$ cat src/rtl/dmem_arbiter.sv
// Data-memory arbiter/sequencer between the MEM-stage CPU port and a debug/loader port.
// Optional starvation guard for the debug port is enabled by defining DMEM_ARB_FAIRNESS_EN.
module dmem_arbiter #(
  parameter int ADDR_W     = 32,
  parameter int STARVE_MAX = 8
) (
  input  logic              clk,
  input  logic              rst,
  input  logic              cpu_req,
  input  logic              cpu_we,
  input  logic [3:0]        cpu_be,
  input  logic [ADDR_W-1:0] cpu_addr,
  input  logic [31:0]       cpu_wdata,
  output logic [31:0]       cpu_rdata,
  output logic              cpu_stall,
  input  logic              dbg_req,
  input  logic              dbg_we,
  input  logic [3:0]        dbg_be,
  input  logic [ADDR_W-1:0] dbg_addr,
  input  logic [31:0]       dbg_wdata,
  output logic              dbg_ack,
  output logic [31:0]       dbg_rdata,
  output logic              mem_en,
  output logic              mem_we,
  output logic [3:0]        mem_be,
  output logic [ADDR_W-1:0] mem_addr,
  output logic [31:0]       mem_wdata,
  input  logic [31:0]       mem_rdata
);

  typedef enum logic [1:0] {
    IDLE    = 2'd0,
    CPU_RD  = 2'd1,
    DBG_ACK = 2'd2
  } state_t;

  state_t state;
  state_t state_next;
  logic   dbg_rd;
  logic   dbg_rd_next;
  logic   dbg_grant;
  logic   cpu_grant;
  logic   starve_hit;

  // Byte offsets are the requester's concern; only word addresses reach memory.
  logic unused_addr_bits;
  assign unused_addr_bits = ^{cpu_addr[1:0], dbg_addr[1:0]};

`ifdef DMEM_ARB_FAIRNESS_EN
  localparam int CNT_W = (STARVE_MAX < 1) ? 1 : $clog2(STARVE_MAX + 1);
  logic [CNT_W-1:0] starve_cnt;

  assign starve_hit = (starve_cnt == CNT_W'(STARVE_MAX));

  // Count CPU wins while debug is waiting; the counter never passes STARVE_MAX.
  always_ff @(posedge clk) begin
    if (rst) begin
      starve_cnt <= '0;
    end else if (!dbg_req || dbg_grant) begin
      starve_cnt <= '0;
    end else if (cpu_grant) begin
      starve_cnt <= starve_cnt + CNT_W'(1);
    end else begin
      starve_cnt <= starve_cnt;
    end
  end
`else
  localparam int unused_starve_max = STARVE_MAX;
  assign starve_hit = 1'b0;
`endif

  // Arbitration happens only in IDLE and never while reset is applied.
  always_comb begin
    dbg_grant = 1'b0;
    cpu_grant = 1'b0;
    if (!rst && (state == IDLE)) begin
      if (dbg_req && (!cpu_req || starve_hit)) begin
        dbg_grant = 1'b1;
      end else if (cpu_req) begin
        cpu_grant = 1'b1;
      end else begin
        dbg_grant = 1'b0;
        cpu_grant = 1'b0;
      end
    end else begin
      dbg_grant = 1'b0;
      cpu_grant = 1'b0;
    end
  end

  // State register plus the read/write flag of the debug access in flight.
  always_ff @(posedge clk) begin
    if (rst) begin
      state  <= IDLE;
      dbg_rd <= 1'b0;
    end else begin
      state  <= state_next;
      dbg_rd <= dbg_rd_next;
    end
  end

  // Next state, memory drive and requester outputs; everything is forced low in reset.
  always_comb begin
    state_next  = state;
    dbg_rd_next = dbg_rd;
    cpu_rdata   = 32'd0;
    cpu_stall   = 1'b0;
    dbg_ack     = 1'b0;
    dbg_rdata   = 32'd0;
    mem_en      = 1'b0;
    mem_we      = 1'b0;
    mem_be      = 4'd0;
    mem_addr    = '0;
    mem_wdata   = 32'd0;
    if (rst) begin
      state_next  = IDLE;
      dbg_rd_next = 1'b0;
    end else begin
      case (state)
        IDLE: begin
          if (cpu_grant) begin
            mem_en    = 1'b1;
            mem_we    = cpu_we;
            mem_be    = cpu_be;
            mem_addr  = {cpu_addr[ADDR_W-1:2], 2'b00};
            mem_wdata = cpu_wdata;
            if (!cpu_we) begin
              cpu_stall  = 1'b1;
              state_next = CPU_RD;
            end else begin
              cpu_stall  = 1'b0;
              state_next = IDLE;
            end
          end else if (dbg_grant) begin
            mem_en      = 1'b1;
            mem_we      = dbg_we;
            mem_be      = dbg_be;
            mem_addr    = {dbg_addr[ADDR_W-1:2], 2'b00};
            mem_wdata   = dbg_wdata;
            cpu_stall   = cpu_req;
            dbg_rd_next = !dbg_we;
            state_next  = DBG_ACK;
          end else begin
            state_next = IDLE;
          end
        end
        CPU_RD: begin
          cpu_rdata  = mem_rdata;
          state_next = IDLE;
        end
        DBG_ACK: begin
          dbg_ack    = 1'b1;
          dbg_rdata  = dbg_rd ? mem_rdata : 32'd0;
          cpu_stall  = cpu_req;
          state_next = IDLE;
        end
        default: begin
          state_next = IDLE;
        end
      endcase
    end
  end

endmodule

$ cat config.mk
export PLATFORM = sky130hd
export DESIGN_NAME = dmem_arbiter
export DESIGN_NICKNAME = d
export VERILOG_FILES = /design/src/rtl/dmem_arbiter.sv
export SDC_FILE = /design/constraint.sdc
export NUM_CORES = 1
export LEC_CHECK = 0
export CORE_AREA = 2 2 119 121
export CTS_BUF_LIST = sky130_fd_sc_hd__clkbuf_8
export DETAILED_ROUTE_END_ITERATION = 10
export DIE_AREA = 0 0 121 123
export PLACE_DENSITY = 0.56
export SYNTH_ARGS = -nofsm -noshare
export SYNTH_HDL_FRONTEND = slang
export SYNTH_SLANG_ARGS = --single-unit
$ cat constraint.sdc
create_clock -name clk -period 1.65 [get_ports clk]
set_input_delay 0.33 -clock clk [delete_from_list [all_inputs] [get_ports clk]]
set_output_delay 0.33 -clock clk [all_outputs]
set_load 0.05 [all_outputs]
# Word-level counts from Yosys, hierarchy flattened
# Index checks and enable logic that the tools add are counted.
dict set report word_totals {
  inputBits 174
  output_inout_bits 136
  elab_cells 54
  latch_bits 0
  mem_bits_ro 0
  ff_bits 3
  n_memories 0
  ram_bits 0
}
dict set report classes {
  eq_ne 2
  n_div 0
  shift 0
  add_sub_neg 0
  n_reduce_logical 8
  magnitude_cmp 0
  multipliers 0
  bitwise_logic 2
  muxes 40
}
# operator count
set op_table {}
lappend op_table {{$mux 32} 13}
lappend op_table {{$mux 1} 20}
lappend op_table {{$mux 4} 4}
lappend op_table {{$mux 2} 2}
lappend op_table {{$logic_not 1->1} 3}
lappend op_table {{$reduce_and 3->1} 1}
lappend op_table {{$eq 2x1->1 const B} 1}
lappend op_table {{$eq 2x2->1 const B} 1}
lappend op_table {{$logic_and 1x1->1} 2}
lappend op_table {{$logic_not 2->1} 1}
lappend op_table {{$not 1->1} 2}
lappend op_table {{$pmux 1 s2} 1}
lappend op_table {{$reduce_or 2->1} 1}

# Depth between registers and ports, before layout
dict set report logic_depth {
  ltp_word 8
  mapped_depth 5
  ltp_nobuf 3
}

# Least setup slack after synthesis
# Ideal clock, no wire load.
dict set report synth_timing {
  kind {input-to-output}
  startpoint {input port rst}
  endpoint {output port mem_addr[14]}
  stages 4
  path_slack_ns -0.099
  arrival_ns 1.419
  path_cell_list {nor4b_4 -> buf_4 -> buf_6 -> a22o_1}
}
dict set report synth_between {
  elab_chain_len 7
}
# item line
set synth_rtl {}
lappend synth_rtl {{start, declared} 8} ;# input logic rst,
lappend synth_rtl {{$logic_not 1->1} 76} ;# if (!rst && (state == IDLE)) begin
lappend synth_rtl {{$logic_and 1x1->1} 76}
lappend synth_rtl {{$mux 1} 76}
lappend synth_rtl {{$mux 32} 134} ;# end else if (dbg_grant) begin
lappend synth_rtl {{$mux 32} 121} ;# if (cpu_grant) begin
lappend synth_rtl {{$mux 32} 119} ;# case (state)
lappend synth_rtl {{$mux 32 (*)} 115} ;# if (rst) begin
lappend synth_rtl {{end, declared} 26} ;# output logic [ADDR_W-1:0] mem_addr,
# Mark *: on every way between the ends. The rest lies on a longest branch, timed or not.

# Worst setup path after layout
dict set report layout_timing {
  startpoint {register state[0]}
  endpoint {output port mem_addr[4]}
}
dict set report layout_between {
  elab_chain_len 7
}
# item line
set layout_rtl {}
lappend layout_rtl {{start, declared} 37} ;# state_t state;
lappend layout_rtl {{start signal, assigned} 97} ;# state <= state_next;
lappend layout_rtl {{$logic_not 2->1 (*)} {76, 119}}
lappend layout_rtl {{$logic_and 1x1->1} 76}
lappend layout_rtl {{$mux 1} 76}
lappend layout_rtl {{$mux 32} 134}
lappend layout_rtl {{$mux 32} 121}
lappend layout_rtl {{$mux 32 (*)} 119}
lappend layout_rtl {{$mux 32 (*)} 115}
# Marked as above.

==> run metrics <==
crit path kind reg2out; number of global-route vias before repair 3,317; Finished Layout Cells 670; Post-synth EDFFs 0; Initial DRC Count 68; fin crit share 120%; Yosys cell types 19; total CTS buffers 3; Clock Root Buffer clkbuf_8; die area around 15,000 sq um; share of cells above drive strength 1 between 60% and 70%; Seq/Total Area, Yosys around 4.5%; main area contributors after synthesis a22o_1 (44%), and2_1 (31%), buf_6 (8.5%), dfxtp_1 (4.5%), nor4b_4 (1.8%); Worst R2R Setup Slack ~0.25 ns; Commonest cells post-synth a22o_1 (67), and2_1 (65), buf_6 (10); drt drc 0; dominant cell type by area after synthesis a22o_1; Yosys reg bits 3; via count 2,790; Pwr per Cell Area 311 nW/um^2; worst setup margin -0.326 ns; CP Launch Point state[0]; # IOs 310; YS warnings 0; Slew Limit Fails 0; violated checks negative setup slack; Final Hold Vio Count 0; Setup Skew 0.00319 ns; WL per Instance ~20 um; first-pass GRT wire length 19.8 mm; area grow syn2layout 444%; dpl ws -0.707 ns; Setup-failing EPs final 133; die width 121 um; GPL Wtd Cong 0.699; clock latency on the worst-skew pair 0.21 ns; FMAX 506 MHz; CP Capture Point mem_addr[4]; Leak 3.06 nW; Worst R2R Start state[0]; Crit path top cell by count buf_12; initial antenna violation count 0; CP max stage cell dfxtp_4; Routed WL 13.7 mm; CP top delay family buffers and inverters; Final Core Density between 50% and 60%; overall die height approximately 120 um; worst-path fanout max 7; Syn Area/Cell 7.78 sq um; crit path DAT 1.65 ns; hold crit path type in2reg; RSZ-0062 raised after global routing true; vias per cell between 4 and 5; reg2reg path depth 6; core footprint around 14,000 sq um; Worst R2R End dbg_rd; Post-synth ARST share 0%; GRT Util Overall 17.4%; CP cell instances nor3_4 -> and3_4 -> buf_12 -> buf_12 -> buf_16 -> a22o_4 -> buf_12; Final HPWL DP slightly above 9 mm; Critical Path RT 1.32 ns; total power 2.25 mW; CTS tree yes; Main synth FF type dfxtp_1; Max H-tree Level 1; Max Cap Viol 0; crit start category flop; TritonCTS Sinks 3; hold_buf cts 0; top cell type's share of synthesized area 44.1%; initial core utilization 9.77%; FP Rows 43; placed insts 642; Crit path largest cell delay 0.37 ns; post-route ant nets 0; Mapped Area 1330 sq um; pin count of the biggest net entering global routing 25; Clock Tree Buf Depth 2; cell count along the critical path 7; quantity of I/O buffers inserted on ports slightly above 300; Cells after Synth 171; outcome complete, but fails checks; setup TNS -30.35 ns; DRT Pass-1 Iters 4; maximum vdd drop 157 uV; post-route minimum period 1.98 ns; total grt overflow 0; clock slew at reported path FFs ~0.03 ns; antenna cells 0; most numerous cell in the Yosys netlist a22o_1; Critical Path End Type output pin; Post-layout nets around 670; worst path buffer plus inverter count 4
-- per-stage QoR --
| step | hold slack (ns) | cell area (sq um) |
|---|---|---|
| finish | 0.399 | 7230 |
| global placement | 0.583 | 6010 |
| CTS | 0.392 | 7200 |
| floorplan | 0.395 | 1460 |
| global route | 0.410 | 7230 |
| detailed placement | 0.611 | 6010 |
-- state kept, by name, indices dropped and copies added, names as in the netlist --
signal	cells
state	2
dbg_rd	1
-- metal layers --
layer / GRT usage, % / routed length (um) / up-vias
li1: - / - / 1288
met1: 16.7 / 4320 / 1311
met2: 35.0 / 7630 / 183
met3: 7.10 / 1580 / 8
met4: 2.40 / 137 / 0
met5: 0 / 0 / -
-- kinds of logic (layout without fill, tap and decap cells) --
group	count (synthesis)	in the layout	share of synthesized area [%]
and+or+nand+nor	73	73	35.5
AOI/OAI and AO/OA	70	70	46.1
DFF	3	3	4.52
other	1	2	0.282
buffers and inverters	24	342	13.6
-- what timing repair did --
action | 4_1_cts | 5_1_grt
cloned | 15 | 1
resized for setup | 159 | 21
endpoints found under the hold margin | 0 | 0
pin swaps | 77 | 23
setup buffers | 13 | 0
setup endpoints to repair | 134 | 133
-- cells in the final DEF (no fill, tap or decap), drive strengths merged --
cell type and instances:
dlygate4sd2 1, nor3 1, and3 2, nor2b 1
clkdlybuf4s50 166, nor2 1, dfxtp 3, a31oi 1
a21o 1, inv 2, nor3b 1, nor4b 1
a211oi 1, clkbuf 4, or2 1, buf 168
clkdlybuf4s15 1, a22o 67, conb 2, and2 65
-- power breakdown --
group / switching [mW] / internal (mW)
combinational: 0.850 / 1.11
clock: 0.0467 / 0.158
sequential: 0.00491 / 0.0748
-- final cells by class --
cell class | instances | area [sq um]
clock buffer | 3 | 41.3
clock inverter | 1 | 3.75
fill | 1108 | 6380
inverter | 1 | 3.75
multi-input combinational | 145 | 1850
sequential | 3 | 67.6
tap | 180 | 225
timing repair buffer | 337 | 5040
-- how the worst min path moves through the flow --
stage | startpoint | endpoint | depth (start not counted)
final | rst | dbg_rd | 2
after floorplan | rst | dbg_rd | 1
after global routing | rst | dbg_rd | 2
after global placement | dbg_rd | dbg_rd | 2
after CTS | rst | dbg_rd | 2
after detailed placement | dbg_rd | dbg_rd | 2
Note: power is estimated with default switching activity, not from simulation.
